`config.mk`:
```
export PLATFORM = sky130hd
export DESIGN_NAME = hnf_sf_ctrl
export DESIGN_NICKNAME = d
export VERILOG_FILES = /design/src/rtl/hnf_sf_ctrl.sv
export SDC_FILE = /design/constraint.sdc
export NUM_CORES = 2
export LEC_CHECK = 0
export CAP_MARGIN = 25
export CORE_MARGIN = 8
export CORE_UTILIZATION = 50
export CTS_BUF_LIST = sky130_fd_sc_hd__clkbuf_4
export DETAILED_ROUTE_END_ITERATION = 6
export GPL_TIMING_DRIVEN = 0
export PLACE_DENSITY = 0.72
export SETUP_SLACK_MARGIN = 0.1
export SYNTH_ARGS = -nofsm -noshare
export SYNTH_HDL_FRONTEND = slang
export SYNTH_SLANG_ARGS = --single-unit
```
`constraint.sdc`:
```
create_clock -name clk -period 39.4 [get_ports clk]
set_clock_uncertainty 0.05 [all_clocks]
set_input_delay 9.85 -clock clk [delete_from_list [all_inputs] [get_ports clk]]
set_output_delay 9.85 -clock clk [all_outputs]
set_load 0.005 [all_outputs]
```
`src/rtl/hnf_sf_ctrl.sv`:
```
`default_nettype none
// ----------------------------------------------------------------------------
// hnf_sf_ctrl : HN-F snoop-filter SRAM controller (clear, arbitrate, compare, victim)
// Rev 1.0
// ----------------------------------------------------------------------------
module hnf_sf_ctrl #(
  parameter int SF_INDEX_WIDTH = 10,
  parameter int SF_WAY_NUM     = 8,
  parameter int SF_TAG_WIDTH   = 20,
  parameter int SF_PRES_WIDTH  = 4,
  parameter int SF_RD_LAT      = 2,
  localparam int CLW           = 1 + SF_PRES_WIDTH + SF_TAG_WIDTH
) (
  input  logic                           clk,
  input  logic                           rst,
  output logic                           init_done,
  input  logic                           lkp_valid,
  output logic                           lkp_ready,
  input  logic [SF_INDEX_WIDTH-1:0]      lkp_index,
  input  logic [SF_TAG_WIDTH-1:0]        lkp_tag,
  input  logic                           upd_valid,
  output logic                           upd_ready,
  input  logic [SF_INDEX_WIDTH-1:0]      upd_index,
  input  logic [SF_WAY_NUM-1:0]          upd_ways,
  input  logic [CLW-1:0]                 upd_cline,
  output logic                           rsp_valid,
  output logic                           rsp_hit,
  output logic [SF_WAY_NUM-1:0]          rsp_hit_way,
  output logic [SF_PRES_WIDTH-1:0]       rsp_pres,
  output logic [SF_WAY_NUM-1:0]          rsp_vic_way,
  output logic [CLW-1:0]                 rsp_vic_cline,
  output logic                           rsp_multi_hit,
  output logic [SF_INDEX_WIDTH-1:0]      sf_index_q,
  output logic                           sf_rd_en_q,
  output logic [SF_WAY_NUM-1:0]          sf_wr_ways_q,
  output logic [CLW-1:0]                 sf_wr_cline_q,
  input  logic [CLW*SF_WAY_NUM-1:0]      sf_rd_clines_q
);

  localparam int RRW = (SF_WAY_NUM > 1) ? $clog2(SF_WAY_NUM) : 1;
  localparam logic [SF_WAY_NUM-1:0] WAY_ONE = SF_WAY_NUM'(1);
  localparam logic [RRW-1:0] RR_LAST = RRW'(SF_WAY_NUM - 1);

  typedef enum logic [0:0] {ST_INIT = 1'b0, ST_RUN = 1'b1} state_e;

  state_e                    state_q, state_d;
  logic [SF_INDEX_WIDTH-1:0] cnt_q, cnt_d;
  logic                      init_done_q, init_done_d;
  logic [SF_INDEX_WIDTH-1:0] sf_index_d;
  logic                      sf_rd_en_d;
  logic [SF_WAY_NUM-1:0]     sf_wr_ways_d;
  logic [CLW-1:0]            sf_wr_cline_d;
  logic [RRW-1:0]            rr_q, rr_d;

  logic                      rsp_valid_q, rsp_valid_d, rsp_hit_q, rsp_hit_d, rsp_multi_q, rsp_multi_d;
  logic [SF_WAY_NUM-1:0]     rsp_hit_way_q, rsp_hit_way_d, rsp_vic_way_q, rsp_vic_way_d;
  logic [SF_PRES_WIDTH-1:0]  rsp_pres_q, rsp_pres_d;
  logic [CLW-1:0]            rsp_vic_cline_q, rsp_vic_cline_d;

  // Tracking pipe: stage s holds the lookup whose SRAM read was issued s cycles ago.
  logic                                pv_q    [0:SF_RD_LAT];
  logic                                pv_d    [0:SF_RD_LAT];
  logic [SF_INDEX_WIDTH-1:0]           pidx_q  [0:SF_RD_LAT];
  logic [SF_INDEX_WIDTH-1:0]           pidx_d  [0:SF_RD_LAT];
  logic [SF_TAG_WIDTH-1:0]             ptag_q  [0:SF_RD_LAT];
  logic [SF_TAG_WIDTH-1:0]             ptag_d  [0:SF_RD_LAT];
  logic [SF_WAY_NUM-1:0]               pmask_q [0:SF_RD_LAT];
  logic [SF_WAY_NUM-1:0]               pmask_d [0:SF_RD_LAT];
  logic [SF_WAY_NUM-1:0]               pmask_c [0:SF_RD_LAT];
  logic [SF_WAY_NUM-1:0][CLW-1:0]      pdat_q  [0:SF_RD_LAT];
  logic [SF_WAY_NUM-1:0][CLW-1:0]      pdat_d  [0:SF_RD_LAT];
  logic [SF_WAY_NUM-1:0][CLW-1:0]      pdat_c  [0:SF_RD_LAT];

  logic [SF_WAY_NUM-1:0][CLW-1:0] merged;
  logic [SF_WAY_NUM-1:0] hits, valids, hit_oh, inv_oh, vic_oh;
  logic [SF_PRES_WIDTH-1:0] hit_pres;
  logic [CLW-1:0] vic_cline;
  logic lkp_acc, upd_acc;

  assign upd_ready = init_done_q;
  assign lkp_ready = init_done_q & ~upd_valid;
  assign upd_acc   = upd_valid & init_done_q;
  assign lkp_acc   = lkp_valid & lkp_ready;

  always_comb begin
    state_d       = state_q;
    cnt_d         = cnt_q;
    init_done_d   = init_done_q;
    sf_index_d    = sf_index_q;
    sf_rd_en_d    = 1'b0;
    sf_wr_ways_d  = '0;
    sf_wr_cline_d = sf_wr_cline_q;
    case (state_q)
      ST_INIT: begin
        sf_index_d    = cnt_q;
        sf_wr_ways_d  = '1;
        sf_wr_cline_d = '0;
        cnt_d         = cnt_q + 1'b1;
        if (cnt_q == '1) state_d = ST_RUN;
      end
      default: begin
        init_done_d = 1'b1;
        if (upd_acc) begin
          sf_index_d    = upd_index;
          sf_wr_ways_d  = upd_ways;
          sf_wr_cline_d = upd_cline;
        end else if (lkp_acc) begin
          sf_index_d = lkp_index;
          sf_rd_en_d = 1'b1;
        end
      end
    endcase
  end

  // Fold the write currently presented to the SRAM into every matching in-flight lookup.
  always_comb begin
    for (int s = 0; s <= SF_RD_LAT; s++) begin
      for (int w = 0; w < SF_WAY_NUM; w++) begin
        pmask_c[s][w] = pmask_q[s][w] | (pv_q[s] & sf_wr_ways_q[w] & (pidx_q[s] == sf_index_q));
        pdat_c[s][w]  = (pv_q[s] & sf_wr_ways_q[w] & (pidx_q[s] == sf_index_q)) ?
                        sf_wr_cline_q : pdat_q[s][w];
      end
    end
  end

  always_comb begin
    pv_d[0]    = lkp_acc;
    pidx_d[0]  = lkp_index;
    ptag_d[0]  = lkp_tag;
    pmask_d[0] = '0;
    pdat_d[0]  = '0;
    for (int s = 1; s <= SF_RD_LAT; s++) begin
      pv_d[s]    = pv_q[s-1];
      pidx_d[s]  = pidx_q[s-1];
      ptag_d[s]  = ptag_q[s-1];
      pmask_d[s] = pmask_c[s-1];
      pdat_d[s]  = pdat_c[s-1];
    end
  end

  always_comb begin
    hit_pres  = '0;
    vic_cline = '0;
    for (int w = 0; w < SF_WAY_NUM; w++) begin
      merged[w] = pmask_c[SF_RD_LAT][w] ? pdat_c[SF_RD_LAT][w] : sf_rd_clines_q[w*CLW +: CLW];
      valids[w] = merged[w][CLW-1];
      hits[w]   = merged[w][CLW-1] & (merged[w][SF_TAG_WIDTH-1:0] == ptag_q[SF_RD_LAT]);
    end
    hit_oh = hits & (~hits + WAY_ONE);
    inv_oh = ~valids & (valids + WAY_ONE);
    vic_oh = (&valids) ? (WAY_ONE << rr_q) : inv_oh;
    for (int w = 0; w < SF_WAY_NUM; w++) begin
      if (hit_oh[w]) hit_pres  = merged[w][CLW-2 -: SF_PRES_WIDTH];
      if (vic_oh[w]) vic_cline = merged[w];
    end
  end

  always_comb begin
    rsp_valid_d     = pv_q[SF_RD_LAT];
    rsp_hit_d       = rsp_hit_q;
    rsp_hit_way_d   = rsp_hit_way_q;
    rsp_pres_d      = rsp_pres_q;
    rsp_vic_way_d   = rsp_vic_way_q;
    rsp_vic_cline_d = rsp_vic_cline_q;
    rsp_multi_d     = rsp_multi_q;
    rr_d            = rr_q;
    if (pv_q[SF_RD_LAT]) begin
      rsp_hit_d       = |hits;
      rsp_hit_way_d   = hit_oh;
      rsp_pres_d      = hit_pres;
      rsp_vic_way_d   = vic_oh;
      rsp_vic_cline_d = vic_cline;
      rsp_multi_d     = |(hits & (hits - WAY_ONE));
      if (~|hits & (&valids)) rr_d = (rr_q == RR_LAST) ? '0 : rr_q + 1'b1;
    end
  end

  always_ff @(posedge clk or posedge rst) begin
    if (rst) begin
      state_q         <= ST_INIT;
      cnt_q           <= '0;
      init_done_q     <= 1'b0;
      sf_index_q      <= '0;
      sf_rd_en_q      <= 1'b0;
      sf_wr_ways_q    <= '0;
      sf_wr_cline_q   <= '0;
      rr_q            <= '0;
      rsp_valid_q     <= 1'b0;
      rsp_hit_q       <= 1'b0;
      rsp_hit_way_q   <= '0;
      rsp_pres_q      <= '0;
      rsp_vic_way_q   <= '0;
      rsp_vic_cline_q <= '0;
      rsp_multi_q     <= 1'b0;
      for (int s = 0; s <= SF_RD_LAT; s++) begin
        pv_q[s]    <= 1'b0;
        pidx_q[s]  <= '0;
        ptag_q[s]  <= '0;
        pmask_q[s] <= '0;
        pdat_q[s]  <= '0;
      end
    end else begin
      state_q         <= state_d;
      cnt_q           <= cnt_d;
      init_done_q     <= init_done_d;
      sf_index_q      <= sf_index_d;
      sf_rd_en_q      <= sf_rd_en_d;
      sf_wr_ways_q    <= sf_wr_ways_d;
      sf_wr_cline_q   <= sf_wr_cline_d;
      rr_q            <= rr_d;
      rsp_valid_q     <= rsp_valid_d;
      rsp_hit_q       <= rsp_hit_d;
      rsp_hit_way_q   <= rsp_hit_way_d;
      rsp_pres_q      <= rsp_pres_d;
      rsp_vic_way_q   <= rsp_vic_way_d;
      rsp_vic_cline_q <= rsp_vic_cline_d;
      rsp_multi_q     <= rsp_multi_d;
      pv_q            <= pv_d;
      pidx_q          <= pidx_d;
      ptag_q          <= ptag_d;
      pmask_q         <= pmask_d;
      pdat_q          <= pdat_d;
    end
  end

  assign init_done     = init_done_q;
  assign rsp_valid     = rsp_valid_q;
  assign rsp_hit       = rsp_hit_q;
  assign rsp_hit_way   = rsp_hit_way_q;
  assign rsp_pres      = rsp_pres_q;
  assign rsp_vic_way   = rsp_vic_way_q;
  assign rsp_vic_cline = rsp_vic_cline_q;
  assign rsp_multi_hit = rsp_multi_q;

endmodule
`default_nettype wire

```
==> impl_results.md <==
- Pre-Repair DR Iteration Count: 7
- Largest family of logic cells by synthesized area: multiplexers
- Vias in the first global route: 29.66k
- Failing checks: design-rule violations
- Crit. End Element: output pin
- Rows: 91
- # setup viols final: 0
- Most frequent cell after synthesis: dfrtp_1
- Clock Power Share: 41.2%
- CTS tree: built
- Min Hold Slack: 276.7 ps
- Sequential area share after synthesis: 49.86%
- # fillers: 4826
- Final wirelength: 165.3 mm
- FF/Latch Area: 15410 um^2
- I/O Pins: 372
- Status: finished with violations
- Pwr dens: 34.01 nW/um^2
- Cells after Synth: 2986
- H-tree levels: 4
- Root Driver: clkbuf_4
- # DRC: 78
- Synth area leaders: dfrtp_1, mux2_2, mux2i_1, and3_1, xnor2_1
- Non-Filler Instances: 4506
- Mux cell area share after synthesis: 15.46%
- Netlist cell types: 84
- Core area: 61370 um^2
- Internal power: 0.9502 mW
- Largest net degree at the start of global routing: 143
- Placed Cells incl. Taps: 4195
- Critical path peak fanout: 3
- CP Class: in -> out
- Worst-Margin Slew: 1277 ps
- Design Area, Final: 38530 um^2
- Combinational power share: 10.0%
- Layout cells sized above 1: 16.06%
- Die Width: 264.7 um
- Synth async-reset ratio: 100.0%
- Leak Pwr: 18.00 nW
- Post-CTS Resized: 0
- Area of the multi-input gates: 14280 um^2
- Routed vias: 29.69k
- Synth Area per Inst: 10.35 um^2
- P&R area growth vs syn: 24.62%
- Net Sw Power: 0.3601 mW
- HPWL Detailed: 126.9 mm
- Clk slew on worst S/H paths: 70 ps
- Post-synth top area share: 49.86%
- Worst-skew pair later-pin latency: 1070 ps
- Seq pwr share: 48.8%
- ANT nets after route: 0
- Simple logic cell fraction of the synthesized area: 14.33%
- Slew headroom: 14.85%
- VDD IR max: 38.69 uV
- Arr. time, crit path: 11020 ps
- IO buf count: 371
- Post-synth EDFFs: 0
- Ys flop type: dfrtp_1
- Global-route wire length before repair: 225.8 mm
- Final Max Slew Viols: 0
- Initial DRC Count: 4004
- GR Overflow Total: 0
- Synth Area in Compound Gates: 11.26%
- Min Tclk post-route: 20920 ps
- Fin nets: 3861
- Starting density of the core: 50.38%
- Mapped Area: 30920 um^2
- F_max: 47.80 MHz
- Max-Cap Viols: 0
- Initial antenna violation count: 20
- Full die area: 70040 um^2
- Syn nets: 3270
- Clk sink count: 616
- Total track usage: 46.09%
- Number of vias per cell: 6.589
- Yosys top cell by area: dfrtp_1
- Hold buffer count at CTS: 0
- Commonest cells post-synth: dfrtp_1, nand2_1, mux2_2
- Wire per inst: 36.70 um
- DIE HEIGHT: 264.7 um
- CP Launch Type: primary input
- Fin. Hold Viols: 0
- Post-CTS Setup Inserts: 0
- FF+latch count, synth: 616
- Setup tns final: 0 ps
- GPL Wtd Cong: 1.130
- Hold crit path type: reg -> reg
- Placement Cell Area: 36370 um^2
- Req. time, crit path: 29500 ps
- Post-Synth Adder-Cell Area: 0.3157%
- RSZ-0062 raised after global routing: false
- Num CTS Buffers: 157
- Fin crit share: 53.09%
- Post-Synth XOR/XNOR Area: 4.747%
- Longest Clk Path Bufs: 3
- Switching Share: 27.48%
- Ys Warns: 0
## per-layer routing
layer,routed length (um),share of wire (%),track usage (%)
met1,59360,36,54.28
met2,71860,43,68.06
met3,18500,11,15.88
met4,15500,9.4,37.55
met5,138,0.083,0
## critical path, cell delays in order
cell and delay [ps]:
clkdlybuf4s50_1 440, nor2b_1 190, clkdlybuf4s50_1 540
## state kept, by name, indices dropped and copies added, names as in the netlist, 2 cells and up
name and flops:
ptag_d 40, sf_wr_ways_q 8, rsp_hit_way 8, pmask_q 16
pidx_d 20, rr_q 3, pidx_q 10, sf_wr_cline_q 25
cnt_q 10, rsp_vic_way 8, rsp_pres 4, pv_d 2
sf_index_q 10, pdat_q 400, ptag_q 20, rsp_vic_cline 25
## layout by cell type, fill, tap and decap left out, types with 10 or more instances in the layout
| cell type | instances |
|---|---|
| a211oi_1 | 15 |
| a21boi_0 | 26 |
| a21o_1 | 13 |
| a21oi_1 | 75 |
| a22o_1 | 10 |
| a22oi_1 | 11 |
| a31oi_1 | 15 |
| and2_1 | 16 |
| and3_1 | 209 |
| buf_1 | 17 |
| buf_2 | 17 |
| buf_8 | 42 |
| clkbuf_1 | 239 |
| clkbuf_4 | 221 |
| clkdlybuf4s50_1 | 371 |
| clkinv_1 | 26 |
| dfrtp_1 | 616 |
| diode_2 | 36 |
| inv_1 | 46 |
| mux2_2 | 242 |
| mux2i_1 | 201 |
| nand2_1 | 318 |
| nand2b_1 | 24 |
| nand3_1 | 44 |
| nand4_1 | 25 |
| nor2_1 | 123 |
| nor3_1 | 30 |
| nor4_1 | 23 |
| o211ai_1 | 28 |
| o21a_1 | 11 |
| o21ai_0 | 216 |
| o221ai_1 | 20 |
| o22ai_1 | 27 |
| or4_1 | 12 |
| xnor2_1 | 141 |
| xor2_1 | 21 |
## per-stage QoR
| step | power (mW) | utilization, % | setup slack [ps] |
|---|---|---|---|
| 2_1_floorplan | 0.7082 | - | 12250 |
| 3_3_place_gp | 0.7729 | 58.04 | 6915 |
| 3_5_place_dp | 0.7758 | 59.27 | 18490 |
| 4_1_cts | 1.302 | 62.32 | 18490 |
| 5_1_grt | 1.341 | 62.68 | 18430 |
| 6_report | 1.310 | 62.78 | 18480 |
## area by class of cell
cell class / instances / area share, %
clock buffer: 221 / 4.306
multi-input combinational: 2047 / 37.06
antenna: 36 / 0.2338
timing repair buffer: 432 / 12.02
buffer: 274 / 2.757
tap: 790 / 2.566
sequential: 616 / 40.01
inverter: 49 / 0.4969
clock inverter: 41 / 0.5553
## cell families (layout without fill, tap and decap cells)
family	after synthesis	count (layout)
flops	616	616
fa+ha+maj	8	8
buf+inv	323	1017
compound gates	546	546
mux	446	446
xor+xnor	165	165
other cells	0	36
simple gates	882	882
## power by group through the flow
| stage | Combinational [mW] | Clock (mW) | Sequential (mW) |
|---|---|---|---|
| 2_1_floorplan | 0.0570 | 0 | 0.651 |
| 3_5_place_dp | 0.124 | 0 | 0.651 |
| 4_1_cts | 0.125 | 0.537 | 0.640 |
| 6_report | 0.130 | 0.540 | 0.640 |
| 3_3_place_gp | 0.121 | 0 | 0.652 |
| 5_1_grt | 0.134 | 0.567 | 0.640 |
## final timing paths
path / startpoint / to / slack [ps] / cells after the start
worst max-delay path: upd_valid / lkp_ready / 18480 / 3
worst min-delay path: ptag_d[6]$_DFF_PP0_ / ptag_q[6]$_DFF_PP0_ / 280 / 0
worst max register to register: sf_index_q[1]$_DFFE_PP0P_ / rsp_vic_cline[7]$_DFFE_PP0P_ / 33070 / 13
worst min register to register: ptag_d[6]$_DFF_PP0_ / ptag_q[6]$_DFF_PP0_ / 280 / 0
max in group asynchronous: rst / pdat_q[346]$_DFF_PP0_ / 28360 / 4
min in group asynchronous: rst / pdat_q[306]$_DFF_PP0_ / 9250 / 2
No activity file was read; power rests on OpenSTA's default activity.
==> patch, RTL diff (same settings) <==
`rsp_pres_q` no longer has a reset.
--- a/src/rtl/hnf_sf_ctrl.sv
+++ b/src/rtl/hnf_sf_ctrl.sv
@@ -190,3 +190,2 @@
       rsp_hit_way_q   <= '0;
-      rsp_pres_q      <= '0;
       rsp_vic_way_q   <= '0;
@@ -213,3 +212,2 @@
       rsp_hit_way_q   <= rsp_hit_way_d;
-      rsp_pres_q      <= rsp_pres_d;
       rsp_vic_way_q   <= rsp_vic_way_d;
@@ -225,2 +223,6 @@
 
+  always_ff @(posedge clk) begin
+    rsp_pres_q <= rsp_pres_d;
+  end
+
   assign init_done     = init_done_q;
Formal check against the unedited RTL: no difference found for any inputs over 10 cycles, from zero or initial values and one cycle with rst high; that may be too few to reach the edited logic, so the function may still have changed.
==> patch against the original RTL <==
The run still ends with DRC left; design area fell by 1.1%; via count rose by 0.41%; synthesized area rose by 0.30%; clock power rose by 3.9%; power rose by 1.7%; setup slack got worse by 0.0061 ns; wire length fell by 0.21%; global-route usage fell by 0.32 points; sequential cell count did not move; register-to-register slack got worse by 0.81 ns; die area rose by 0.28%; critical endpoint unchanged; largest cell class unchanged.
==> patch: results (changes against the original RTL) <==
Run status
  • Outcome: finished with violations
  • Failing checks: DRC

Place
  • DP Wirelength: 126000 um (-0.80%)
  • Worst slack at placement: 18.51 ns (+0.0187 ns)
  • Placed Cells: 4167 (-0.67%)
  • Placed Area: 0.0360 sq mm (-0.90%)

GRT
  • Initial antenna violation count: 16 (-20%)
  • Met3 usage: 15.9% (+0.057 points)
  • Global-route wire length before repair: 226000 um (about the same)
  • Routing usage on met2: 69.2% (+1.2 points)
  • GR Util met1: 53.8% (-0.52 points)

Cells and area
  • Fill cell count: 4751 (-1.6%)
  • Multi-input gate share of the layout cell area: 37.7% (+0.64 points)
  • Register area: 0.0154 sq mm (+0.13%)
  • Clock-cell share: 5.06% (+0.20 points)
  • Final Cell Area: 0.0381 sq mm (-1.1%)
  • Number of non-clock buffers: 682 (-3.4%)
  • Non-clock buffer share: 13.6% (-1.1 points)
  • Final #Nets: 3831 (-0.78%)
  • FF+latch count: 616 (unchanged)

Power
  • Total power: 0.00133 W (+1.7%)
  • Leakage power: 17.6 nW (-2.4%)
  • Sequential share of power: 48.1% (-0.7 points)
  • Worst IR drop on VDD: 36.1 uV (-6.6%)

Setup path
  • CP Data Arrival Time: 11.03 ns (about the same)

Logic synthesis
  • Synth Area in Compound Gates: 11.0% (-0.23 points)
  • Syn nets: 3269 (-0.031%)
  • Register area share after synthesis: 49.8% (-0.082 points)
  • Adder-cell area share of the yosys netlist: 0.282% (-0.033 points)
  • Syn Inst Count: 2985 (-0.033%)
  • Post-synthesis mux area share: 15.7% (+0.22 points)
  • EDFF count, synth: 4 (+4)
  • Synth cell count leaders: dfrtp_1, nand2_1, clkbuf_1

Drt
  • DRC violation count after routing: 12 (-85%)
  • Wl on met1: 57900 um (-2.5%)
  • Initial DRC count: 4439 (+11%)
  • Met3 Wirelength: 20200 um (+9.3%)

STA
  • Worst slew pin tran: 1.17 ns (-0.110 ns)
==> patch: cell count changes in the layout (fill, tap and decap cells not counted), sizes merged, moves of 14 or more <==
| cell | delta |
|---|---|
| buf | -36 |
| diode | -28 |
| and3 | -26 |
| and2 | +20 |
| nand2b | +16 |
| a221oi | +14 |
| xnor2 | -14 |
| xor2 | +14 |
==> patch: path summary, 6_finish.rpt <==
path,from,endpoint,slack [ns],cells after the start
min in group asynchronous,rst,pdat_q[355],9.25,2
min,ptag_d[6],ptag_q[6],0.29,0
max in group asynchronous,rst,pdat_q[319],28.20,4
min reg2reg,ptag_d[6],ptag_q[6],0.29,0
max reg2reg,rsp_valid_d,rsp_vic_cline[16],32.26,13
max,upd_valid,lkp_ready,18.47,3
==> patch: worst max-delay path: stages <==
cell             delay [ns]
clkdlybuf4s50_1        0.45
nor2b_1                0.19
clkdlybuf4s50_1        0.54
